**config.mk**
```make
export PLATFORM = sky130hd
export DESIGN_NAME = sw_input_loader
export DESIGN_NICKNAME = d
export VERILOG_FILES = /design/src/rtl/sw_input_loader.sv
export SDC_FILE = /design/constraint.sdc
export NUM_CORES = 1
export LEC_CHECK = 0
export BUFFER_PORTS_ARGS = -buffer_cell sky130_fd_sc_hd__buf_2
export CORE_ASPECT_RATIO = 1.2
export CORE_UTILIZATION = 54
export DETAILED_ROUTE_END_ITERATION = 12
export PLACE_DENSITY = 0.82
export SYNTH_ARGS = -nofsm -noshare
export SYNTH_HDL_FRONTEND = slang
export SYNTH_SLANG_ARGS = --single-unit
export TNS_END_PERCENT = 1
```
**constraint.sdc**
```tcl
create_clock -name clk -period 2 [get_ports clk]
set_input_delay 0 -clock clk [delete_from_list [all_inputs] [get_ports clk]]
set_output_delay 0 -clock clk [all_outputs]
set_load 0.02 [all_outputs]
```
**src/rtl/sw_input_loader.sv**
```systemverilog
// Collects a frame of 2-bit query/database base pairs, packs them four per byte,
// then hands the packed bytes to a Smith-Waterman aligner with a one-cycle start pulse.
module sw_input_loader #(
  parameter int WORDS = 4
) (
  input  logic       clk,
  input  logic       rst_n,
  input  logic       base_valid,
  input  logic [1:0] base_query,
  input  logic [1:0] base_db,
  output logic       base_ready,
  input  logic       sw_ready,
  output logic       start,
  output logic [7:0] query_seq_in,
  output logic [7:0] database_seq_in,
  output logic       busy,
  output logic [7:0] frame_cnt
);

  localparam int NB = 4 * WORDS;
  localparam int KW = $clog2(NB);
  localparam int JW = $clog2(WORDS);
  localparam int BW = 8 * WORDS;

  typedef enum logic [1:0] {FILL, WAIT_RDY, START, STREAM} state_t;

  state_t          state_q, state_d;
  logic [KW-1:0]   k_q, k_d;
  logic [JW-1:0]   j_q, j_d;
  logic [JW-1:0]   jn;
  logic [BW-1:0]   qbuf_q, qbuf_d;
  logic [BW-1:0]   dbuf_q, dbuf_d;
  logic            start_q, start_d;
  logic [7:0]      qout_q, qout_d;
  logic [7:0]      dout_q, dout_d;
  logic [7:0]      cnt_q, cnt_d;

  // Output registers are loaded from the state being entered, so start and
  // byte 0 appear exactly in the START cycle and are zero outside a stream.
  always_comb begin
    state_d = state_q;
    k_d     = k_q;
    j_d     = j_q;
    jn      = j_q + JW'(1);
    qbuf_d  = qbuf_q;
    dbuf_d  = dbuf_q;
    cnt_d   = cnt_q;
    start_d = 1'b0;
    qout_d  = 8'd0;
    dout_d  = 8'd0;
    case (state_q)
      FILL: begin
        if (base_valid) begin
          qbuf_d[{k_q, 1'b0} +: 2] = base_query;
          dbuf_d[{k_q, 1'b0} +: 2] = base_db;
          if (k_q == KW'(NB - 1)) begin
            k_d     = '0;
            state_d = WAIT_RDY;
          end else begin
            k_d = k_q + KW'(1);
          end
        end
      end
      WAIT_RDY: begin
        if (sw_ready) begin
          state_d = START;
          j_d     = '0;
          start_d = 1'b1;
          qout_d  = qbuf_q[7:0];
          dout_d  = dbuf_q[7:0];
        end
      end
      START: begin
        state_d = STREAM;
        j_d     = JW'(1);
        qout_d  = qbuf_q[15:8];
        dout_d  = dbuf_q[15:8];
      end
      STREAM: begin
        if (j_q == JW'(WORDS - 1)) begin
          state_d = FILL;
          j_d     = '0;
          cnt_d   = cnt_q + 8'd1;
        end else begin
          j_d    = jn;
          qout_d = qbuf_q[{jn, 3'b000} +: 8];
          dout_d = dbuf_q[{jn, 3'b000} +: 8];
        end
      end
      default: state_d = FILL;
    endcase
  end

  always_ff @(posedge clk) begin
    if (!rst_n) begin
      state_q <= FILL;
      k_q     <= '0;
      j_q     <= '0;
      qbuf_q  <= '0;
      dbuf_q  <= '0;
      start_q <= 1'b0;
      qout_q  <= 8'd0;
      dout_q  <= 8'd0;
      cnt_q   <= 8'd0;
    end else begin
      state_q <= state_d;
      k_q     <= k_d;
      j_q     <= j_d;
      qbuf_q  <= qbuf_d;
      dbuf_q  <= dbuf_d;
      start_q <= start_d;
      qout_q  <= qout_d;
      dout_q  <= dout_d;
      cnt_q   <= cnt_d;
    end
  end

  assign base_ready      = (state_q == FILL);
  assign busy            = (state_q != FILL);
  assign start           = start_q;
  assign query_seq_in    = qout_q;
  assign database_seq_in = dout_q;
  assign frame_cnt       = cnt_q;

endmodule

```
* Word level (Yosys, flattened, before mapping)
Index checks and enable logic that the tools add are counted.
Word-level totals: register bits 97, input port bits 8, output and inout bits 27, word-level logic and storage cells 53
Cells by class: $add $sub $neg 4, equal/unequal tests 9, shift-type cells 5, mux-type cells 18, reduce and logical (&&, ||, !) cells 8
Operators with widths (number):
- 32-bit bitwise mux | 2
- 2-bit by 7-bit variable part select with 32-bit output | 2
- 32-bit by 6-bit variable part select with 8-bit output | 2
- 8-bit case mux with 3 select lines | 2
- 8-bit 2-to-1 mux | 4
- 2-bit by 7-bit variable shift with 32-bit output, first input constant | 1
- 2-bit 2-to-1 mux | 6
- 8-bit by 1-bit adder with 8-bit output, second input constant | 1
- 2-bit case mux with 4 select lines | 1
- 2-bit AND reduction | 4
- 5-bit negator with 7-bit output | 1
- 2-bit == test, second input constant | 3
- 2-bit != test, second input constant | 3
- 2-bit case mux with 3 select lines | 1
- 4-bit by 1-bit adder with 4-bit output, second input constant | 1
- 4-bit == test, second input constant | 1
- 4-bit 2-to-1 mux | 1
- 4-bit AND reduction | 1
- 3-bit nonzero test | 1
- 2-bit by 1-bit adder with 2-bit output, second input constant | 1
- 2-bit by 1-bit == test with 1-bit output, second input constant | 1
- 2-bit logical NOT | 1
- 2-bit by 1-bit != test with 1-bit output, second input constant | 1
- 2-bit nonzero test | 1
- 1-bit 2-to-1 mux | 1

* Depth between registers and ports, before layout
Gate-level depths: netlist of the first run.
depth after elaboration 4, depth in mapped cells 8

* Worst setup path before layout of the first run
No wires, ideal clock.
path kind register to register, start reg k_q[0], end reg dbuf_q[20], setup time 0.125 ns, data arrival time 1.803 ns, required time 1.875 ns, setup slack 0.071 ns, stages on the path, launching flop included 8, buffers on the path 1, cells stage by stage dfxtp_1 -> buf_6 -> inv_1 -> ha_1 -> nor3b_1 -> nor4b_2 -> nand3_1 -> mux2i_1
Between the ends: cells in the longest elaborated chain, start to end 3, elaborated cells between the ends (all ways) 4
Ends and longest elaborated chain:
- from (decl) | line 28 | logic [KW-1:0] k_q, k_d;
- from (signal assigned) | line 107 | k_q <= k_d;
- 5-bit negator with 7-bit output (*) | line 55 | dbuf_d[{k_q, 1'b0} +: 2] = base_db;
- 2-bit by 7-bit variable part select with 32-bit output or 2-bit by 7-bit variable shift with 32-bit output (tied branches) | line 55
- 32-bit bitwise mux (*) | line 55
- to (signal assigned) | line 110 | dbuf_q <= dbuf_d;
- to (decl) | line 32 | logic [BW-1:0] dbuf_q, dbuf_d;
Every way passes the cells marked *; elsewhere a longest branch is shown, timed or not. A chain may end at the register's enable or synchronous reset.

* Worst setup path after layout of the first run
start reg state_q[0], end reg dbuf_q[2]
Between the ends: cells in the longest elaborated chain, start to end 2
Ends and longest elaborated chain:
- from (decl) | line 27 | state_t state_q, state_d;
- from (signal assigned) | line 106 | state_q <= state_d;
- 2-bit logical NOT | line 51 | case (state_q)
- 2-bit AND reduction (no line)
No other way between the ends.

==> impl_metrics.csv, run 1 <==
group,metric,value,unit
outcome,outcome,"completed",
cts,clock-sinks,97,
worst_setup_path,cp.required,2.29,ns
timing,worst_slack,0.0602,ns
routing,drt_wl_total,10.6,mm
worst_setup_path,cp_max_fo,8,
global_route,grt_antenna_before_repair,0,
run,max-cap-violations,0,
timing,slew_viol_final,0,
worst_setup_path,cp-start-kind,"flip-flop",
final_layout,area_growth,14.1,%
floorplanning,die_area,0.00872,sq mm
global_route,grt_overflow,0,
yosys,synth.most_common_cell,"dfxtp_1",
yosys,netlist_area,0.00451,sq mm
routing,vias,3555,
global_route,grtUsageTotal,25.7,%
cts,clk_latency,0.38,ns
final_layout,final_nets,511,
power,vdd_ir_drop_max,0.470,mV
worst_setup_path,arrival,2.23,ns
worst_setup_path,setup.worst_path.end_class,"flip-flop",
timing,fmax,516,MHz
timing,tightest_slew,0.907,ns
worst_hold_path,min_from,"base_valid",
place,dp_slack,0.0222,ns
floorplanning,initial_utilization,55.6,%
cts,h-tree-depth,3,
worst_setup_path,cpPeakStageDelay,0.36,ns
floorplanning,ioPinCount,35,
timing,finalHoldViolCount,0,
routing,drc,0,
cts,max-clock-path-buffers,2,
power,cellLeakagePower,0.00220,uW
yosys,synth-warning-count,0,
place,gp_congestion,0.888,
timing,fin_skew,0.0174,ns
routing,dr.pass1.iters,6,
routing,drt_iter0_markers,314,
power,p_total,4530,uW
floorplanning,rows,36,
timing,final-setup-viol-count,0,
final_layout,fill_cells,669,
cts,tritoncts.num_buffers,9,
yosys,synthCells,444,
place,port_buffers,34,
worst_setup_path,worstSetupStartpoint,"state_q[0]",
yosys,ys_seq_area_share,43.1,%
worst_hold_path,hp-class,"input port to flip-flop",
floorplanning,die_height,102,um
routing,wire_per_inst,17.8,um
timing,fin_crit,1.94,ns
floorplanning,core,0.00811,sq mm
routing,viasPerCell,6.01,
global_route,grt_max_degree,31,
timing,min_period_over_period,97.0,%
worst_setup_path,path_cells,"inv_1, ha_1, and2_2, nand4b_1, o21ai_1, buf_4, mux2i_1",
global_route,grt_pass1_wl,17.1,mm
yosys,synth_area_per_cell,10.2,sq um
timing,rsz0062_at_grt,"true",
cts,path_clk_slew,0.10,ns
power,power_density,882,mW/mm^2
yosys,synth_edf_count,0,
final_layout,fin_util,63.4,%
final_layout,antenna_cells,0,
routing,ant_nets,0,
place,dpl.hpwl,7.32,mm
timing,maxSlewHeadroom,39.5,%
yosys,synth.area.top_cells,"dfxtp_1, mux2i_1, mux4_2",
cts,post_cts_buffers,0,
yosys,synth_top_area_share,43.1,%
yosys,synth_top_cell_by_area,"dfxtp_1",
yosys,synth_commonest_cells,"dfxtp_1, nand2_1, mux2i_1",
cts,cts_root_buf,"clkbuf_8",
worst_setup_path,crit_slowest_cell,"dfxtp_1",
final_layout,drive_above_1_share,21.5,%
yosys,yosysUniqueCellTypes,40,
cts,cts_tree,"yes",
global_route,first_global_vias,3575,
worst_setup_path,reg2reg_from,"state_q[0]",
worst_setup_path,critPathKind,"flip-flop to flip-flop",
yosys,async_flop_share,0,%
yosys,synthFlopType,"dfxtp_1",
yosys,synth_nets,463,
floorplanning,fp.dieW,85.4,um
yosys,synth_seq_cells,97,
routing by layer:
metal,vias to the layer above,GRT usage (%),routed length (um)
li1,1677,-,-
met2,108,46.6,5560
met5,-,0,0
met4,0,11.3,218
met1,1753,29.3,4260
met3,17,5.17,520
cell usage in the layout, fill, tap and decap left out, drive strengths merged, types with 8 or more instances in the layout:
| cell type | count |
|---|---|
| dfxtp | 97 |
| nand2 | 84 |
| mux2i | 66 |
| buf | 58 |
| nor2 | 22 |
| mux4 | 16 |
| a222oi | 16 |
| o21ai | 13 |
| and2 | 11 |
| ha | 11 |
| and3 | 10 |
| nand4 | 10 |
| clkbuf | 9 |
| inv | 9 |
| nor2b | 8 |
| xnor2 | 8 |
sequential cells by signal (all words and copies together), names as in the netlist:
name / cells
k_q: 4
qbuf_q: 32
state_q: 2
frame_cnt: 8
dbuf_q: 32
start: 1
query_seq_in: 8
j_q: 2
database_seq_in: 8
metrics by stage:
stage	hold WS, ns	setup TNS, ns	instances	cell area (sq um)
3_5_place_dp	0.297	0	570	4850
6_report	0.0598	0	592	5140
5_1_grt	0.0687	-0.146	592	5140
2_1_floorplan	0.153	0	444	4510
3_3_place_gp	0.272	0	570	4850
4_1_cts	0.0299	0	592	5100
worst max-delay path: cells and delay by family (launching register included):
family | cells | cell delay (ns)
compound gates | 1 | 0.18
fa+ha+maj | 1 | 0.30
buf+inv | 2 | 0.29
flops | 1 | 0.36
mux | 1 | 0.26
simple gates | 2 | 0.46
repair_timing:
| item | in CTS | in global routing |
|---|---|---|
| setup endpoints to repair | 0 | 33 |
| hold buffers | 6 | 0 |
| endpoints found under the hold margin | 20 | 0 |
| gates resized for setup | 0 | 7 |
cells by family after synthesis:
logic type | share of synthesized area (%)
fa+ha+maj | 3.05
simple gates | 18.5
flops | 43.1
xor+xnor | 1.94
buf+inv | 3.55
mux | 22.6
compound gates | 7.24
power by group:
part           internal (uW)  total (uW)  leakage [uW]  switching, uW
clock network            475        1210     0.0000936            738
logic                    512        1290       0.00132            778
registers               1990        2030      0.000782           44.8
final timing paths:
check | end | slack [ns] | cells past startpoint
max | dbuf_q[2] | 0.06 | 7
min | k_q[1] | 0.06 | 4
max reg2reg | dbuf_q[2] | 0.06 | 7
min reg2reg | qbuf_q[17] | 0.47 | 2
layout make-up:
type | instances | area, sq um | share of cell area, %
clock buffers | 9 | 124 | 2.41
well taps | 95 | 119 | 2.31
repair buffers | 64 | 423 | 8.22
flip-flops and latches | 97 | 1940 | 37.8
inverters | 6 | 22.5 | 0.438
multi-input cells | 314 | 2450 | 47.7
clock inverters | 7 | 61.3 | 1.19
Power figures use the tool's default switching activity.
==> inputs of run 2 (changes only) <==
--- a/config.mk
+++ b/config.mk
@@ -7,6 +7,7 @@
 export LEC_CHECK = 0
 export BUFFER_PORTS_ARGS = -buffer_cell sky130_fd_sc_hd__buf_2
 export CORE_ASPECT_RATIO = 1.2
+export CORE_MARGIN = 8
 export CORE_UTILIZATION = 54
 export DETAILED_ROUTE_END_ITERATION = 12
 export PLACE_DENSITY = 0.82
==> run 2 against run 1 <==
Core utilization is 0.15 points lower. Clock power is 12% higher. Critical path depth is 2 lower. First-iteration DRC count is 2.9% lower. Routed wire length is 0.81% higher. Sequential power hardly changed. Clock skew is 0.0014 ns lower. Setup slack better by 0.014 ns. Worst hold slack better by 0.043 ns. Fmax is 0.73% higher.
==> impl_metrics.csv, run 2 (same netlist as run 1, synthesis figures left out) <==
group,metric,value,unit
timing,finalHoldViolCount,0,
floorplanning,core,0.00811,sq mm
floorplanning,fp.dieW,99.4,um
timing,fmax,519,MHz
outcome,outcome,"completed",
timing,fin_skew,0.0159,ns
worst_setup_path,setup.worst_path.end_class,"flip-flop",
routing,viasPerCell,5.97,
global_route,grt_overflow,0,
power,vdd_ir_drop_max,0.462,mV
cts,h-tree-depth,3,
power,cellLeakagePower,0.00220,uW
worst_setup_path,worstSetupStartpoint,"j_q[0]",
final_layout,instances_no_fill,588,
cts,clk_latency,0.38,ns
routing,routed.top_layer,"met4",
timing,final-setup-viol-count,0,
cts,clock-sinks,97,
final_layout,final_nets,507,
power,p_total,4650,uW
cts,cts_root_buf,"clkbuf_8",
run,max-cap-violations,0,
timing,min_period_over_period,96.3,%
routing,vias,3510,
floorplanning,ioPinCount,35,
floorplanning,die_area,0.0115,sq mm
timing,slew_viol_final,0,
global_route,grt_antenna_before_repair,0,
timing,final.setup.tns,0,ns
floorplanning,initial_utilization,55.6,%
cts,path_clk_slew,0.10,ns
floorplanning,rows,36,
final_layout,layout_common_cells,"dfxtp_1, nand2_1, mux2i_1",
worst_setup_path,critPathKind,"flip-flop to flip-flop",
routing,drt_wl_total,10.6,mm
final_layout,fill_cells,664,
place,gp_congestion,0.847,
routing,dr_wl_met2,5.50,mm
routing,drt-met1-wl,4.33,mm
worst_hold_path,min_from,"base_valid",
timing,fin_crit,1.93,ns
cts,cts_tree,"yes",
routing,drc,0,
cts,max-clock-path-buffers,2,
timing,maxSlewHeadroom,38.7,%
final_layout,antenna_cells,0,
cts,tritoncts.num_buffers,9,
global_route,grtUsageTotal,19.1,%
worst_setup_path,arrival,2.19,ns
place,port_buffers,34,
place,dpl.hpwl,7.47,mm
timing,rsz0062_at_grt,"false",
global_route,grt_pass1_wl,17.5,mm
final_layout,mostFrequentLayoutCell,"dfxtp_1",
worst_setup_path,cp.required,2.26,ns
final_layout,reg_top3,"dbuf_q (32), qbuf_q (32)",
worst_hold_path,hp-class,"input port to flip-flop",
final_layout,area_growth,13.8,%
floorplanning,die_height,116,um
worst_setup_path,cp-start-kind,"flip-flop",
routing,wl_met3,505,um
worst_setup_path,cp_max_fo,16,
routing,drt_iter0_markers,305,
power,power_density,906,mW/mm^2
final_layout,drive_above_1_share,20.7,%
routing,dr.pass1.iters,5,
global_route,grt_max_degree,87,
routing,ant_nets,0,
routing,wire_per_inst,18.1,um
place,place_inst,567,
final_layout,fin_util,63.3,%
global_route,first_global_vias,3540,
timing,tightest_slew,0.920,ns
worst_setup_path,reg2reg_from,"j_q[0]",
==> run 2: cell types whose count changed in the layout (fill, tap and decap cells not counted), sizes merged <==
cell / delta
bufinv: +1
buf: -3
inv: +1
clkinvlp: -1
dlygate4sd3: -1
clkinv: -1
==> run 2: repair_timing <==
item                                    CTS  global route
gates resized for setup                   0             3
hold buffers                              5             0
buffers inserted                          0             0
endpoints found under the hold margin    16             0
endpoints found under the setup margin    0            23
==> run 2: report_power, final <==
group / switching (uW) / total [uW] / internal, uW / leakage (uW)
registers: 41.0 / 2030 / 1990 / 0.000782
clock network: 741 / 1360 / 616 / 0.000111
logic: 764 / 1260 / 499 / 0.00131
total: 1550 / 4650 / 3100 / 0.00220
==> run 2: metal layers <==
metal | vias up | GRT usage, %
li1 | 1673 | -
met1 | 1711 | 21.8
met2 | 105 | 33.3
met3 | 21 | 2.86
met4 | 0 | 11.4
met5 | - | 0
==> run 2: stage by stage <==
stage	setup WS, ns	cell area (sq um)	hold WS, ns
2_1_floorplan	0.0713	4510	0.153
3_3_place_gp	0.100	4840	0.276
3_5_place_dp	0.0802	4840	0.282
4_1_cts	0.0689	5110	0.0814
5_1_grt	0.000942	5130	0.109
6_report	0.0743	5130	0.102
==> run 2: layout make-up <==
class                   count  area (sq um)  share of cell area, %
clock buffers               9           124                   2.41
clock inverters             7          97.6                   1.90
inverters                   6          22.5                  0.439
multi-input cells         314          2420                   47.2
flip-flops and latches     97          1940                   37.8
well taps                  95           119                   2.32
repair buffers             60           403                   7.85
==> run 2: path summary, 6_finish.rpt <==
path | endpoint | slack (ns) | depth (start not counted)
setup / recovery | database_seq_in[4] | 0.07 | 5
hold reg to reg | qbuf_q[21] | 0.47 | 2
setup reg to reg | database_seq_in[4] | 0.07 | 5
hold / removal | k_q[1] | 0.10 | 4
==> run 2: worst max-delay path, cell delays in order, from the launching register on <==
cell and delay (ns):
dfxtp_1 0.32, ha_1 0.34, buf_12 0.20, mux4_2 0.52
a222oi_1 0.35, nor2_1 0.08
==> inputs of run 3 (changes only) <==
--- a/config.mk
+++ b/config.mk
@@ -8,9 +8,10 @@
 export BUFFER_PORTS_ARGS = -buffer_cell sky130_fd_sc_hd__buf_2
 export CORE_ASPECT_RATIO = 1.2
 export CORE_MARGIN = 8
-export CORE_UTILIZATION = 54
+export CORE_UTILIZATION = 40
 export DETAILED_ROUTE_END_ITERATION = 12
-export PLACE_DENSITY = 0.82
+export PLACE_DENSITY = 0.65
+export REMOVE_ABC_BUFFERS = 1
 export SYNTH_ARGS = -nofsm -noshare
 export SYNTH_HDL_FRONTEND = slang
 export SYNTH_SLANG_ARGS = --single-unit
==> run 3 against run 2 <==
Setup slack better by 0.021 ns. Combinational power increased by 4%. Largest cell class unchanged. Clock skew fell by 0.0089 ns. Sequential cell count unchanged. Final area is 2.2% higher. Largest power group unchanged. Via count down 0.80%. First-iteration DRC count decreased by 18%. Die area increased by 29%.
==> impl_metrics.csv, run 3 (same netlist as run 1, synthesis figures left out) <==
group,metric,value,unit
place,port_buffers,34,
place,placed_cell_area,0.00493,sq mm
global_route,grt_pass1_wl,17.8,mm
final_layout,final_nets,511,
routing,ant_nets,0,
global_route,grt_overflow,0,
worst_setup_path,arrival,2.12,ns
place,dp_slack,0.0138,ns
global_route,grt_max_degree,28,
routing,drc,0,
floorplanning,core,0.0110,sq mm
timing,fin_skew,0.00707,ns
final_layout,area_growth,16.3,%
cts,h-tree-depth,3,
worst_setup_path,critPathKind,"flip-flop to flip-flop",
timing,slew_viol_final,0,
timing,min_period_over_period,95.2,%
final_layout,mostFrequentLayoutCell,"dfxtp_1",
timing,final.setup.tns,0,ns
power,p_total,4930,uW
place,dpl.hpwl,7.72,mm
timing,final-setup-viol-count,0,
floorplanning,rows,42,
floorplanning,initial_utilization,40.9,%
cts,cts_root_buf,"clkbuf_16",
global_route,grt_antenna_before_repair,0,
timing,worst_slack,0.0956,ns
timing,fmax,525,MHz
floorplanning,die_area,0.0149,sq mm
final_layout,drive_above_1_share,21.2,%
worst_setup_path,cp_max_fo,8,
global_route,first_global_vias,3547,
worst_setup_path,setup.worst_path.end_class,"flip-flop",
routing,dr.pass1.iters,6,
floorplanning,die_height,132,um
timing,hold-worst-slack,0.0246,ns
worst_hold_path,hp-class,"input port to flip-flop",
routing,wire_per_inst,17.2,um
final_layout,reg_top3,"dbuf_q (32), qbuf_q (32)",
run,max-cap-violations,0,
outcome,outcome,"completed",
cts,max-clock-path-buffers,2,
worst_setup_path,cp.required,2.22,ns
timing,fin_crit,1.90,ns
global_route,grtUsageTotal,14.8,%
worst_setup_path,cp-start-kind,"flip-flop",
final_layout,antenna_cells,0,
routing,drt_wl_total,10.8,mm
floorplanning,fp.dieW,113,um
floorplanning,ioPinCount,35,
timing,tightest_slew,0.547,ns
final_layout,layout_common_cells,"dfxtp_1, nand2_1, mux2i_1",
cts,path_clk_slew,0.06,ns
cts,tritoncts.num_buffers,9,
power,vdd_ir_drop_max,0.382,mV
routing,drt_iter0_markers,251,
power,cellLeakagePower,0.00224,uW
cts,cts_tree,"yes",
routing,viasPerCell,5.55,
timing,finalHoldViolCount,0,
timing,maxSlewHeadroom,63.3,%
place,gp_congestion,0.865,
routing,vias,3482,
power,power_density,939,mW/mm^2
final_layout,final_cell_area,0.00525,sq mm
cts,clock-sinks,97,
timing,rsz0062_at_grt,"true",
cts,clk_latency,0.34,ns
cts,post_cts_buffers,0,
run 3: cell count changes in the layout (fill, tap and decap cells not counted), sizes merged:
| cell | previous run | this run |
|---|---|---|
| dlygate4sd3 | 5 | 3 |
| buf | 55 | 61 |
| bufinv | 1 | 0 |
| clkbuf | 9 | 11 |
| inv | 10 | 7 |
run 3: area by class of cell:
class | instances | area, sq um
fill | 1003 | 5790
clock buffer | 11 | 243
timing repair buffer | 64 | 428
inverter | 6 | 22.5
clock inverter | 3 | 26.3
tap | 132 | 165
sequential | 97 | 1940
multi-input combinational | 314 | 2420
run 3: final timing paths:
kind              cells after the start           from  slack [ns]                 end
setup / recovery                      5         j_q[1]         0.1  database_seq_in[0]
hold / removal                        3  base_query[0]        0.02          qbuf_q[30]
setup reg to reg                      5         j_q[1]         0.1  database_seq_in[0]
hold reg to reg                       2     qbuf_q[17]        0.46          qbuf_q[17]
run 3: power by group:
part | leakage, uW | internal (uW) | switching (uW)
clock | 0.000132 | 872 | 709
sequential | 0.000782 | 1990 | 43.0
combinational | 0.00132 | 536 | 777
run 3: metrics by stage:
step	util [%]	instances
floorplan	-	417
global placement	44.7	610
detailed placement	44.7	610
CTS	47.4	627
global route	47.5	627
finish	47.5	627
run 3: critical path, cell delays in order, from the launching register on:
cell and delay (ns):
dfxtp_1 0.32, ha_2 0.39, buf_12 0.15, mux4_2 0.49
a222oi_1 0.35, nor2_1 0.07
run 3: metal layers:
metal	up-vias	share of wire, %	GRT usage, %	wire length (um)
met1	1686	41	16.5	4400
met5	-	0	0	0
met3	12	5.4	3.94	578
met2	97	52	26.5	5620
li1	1687	-	-	-
met4	0	1.8	5.27	193
run 3: what timing repair did:
item / 4_1_cts / 5_1_grt
gates resized for setup: 0 / 3
hold buffers: 3 / 0
endpoints found under the hold margin: 5 / 0
setup endpoints to repair: 0 / 23
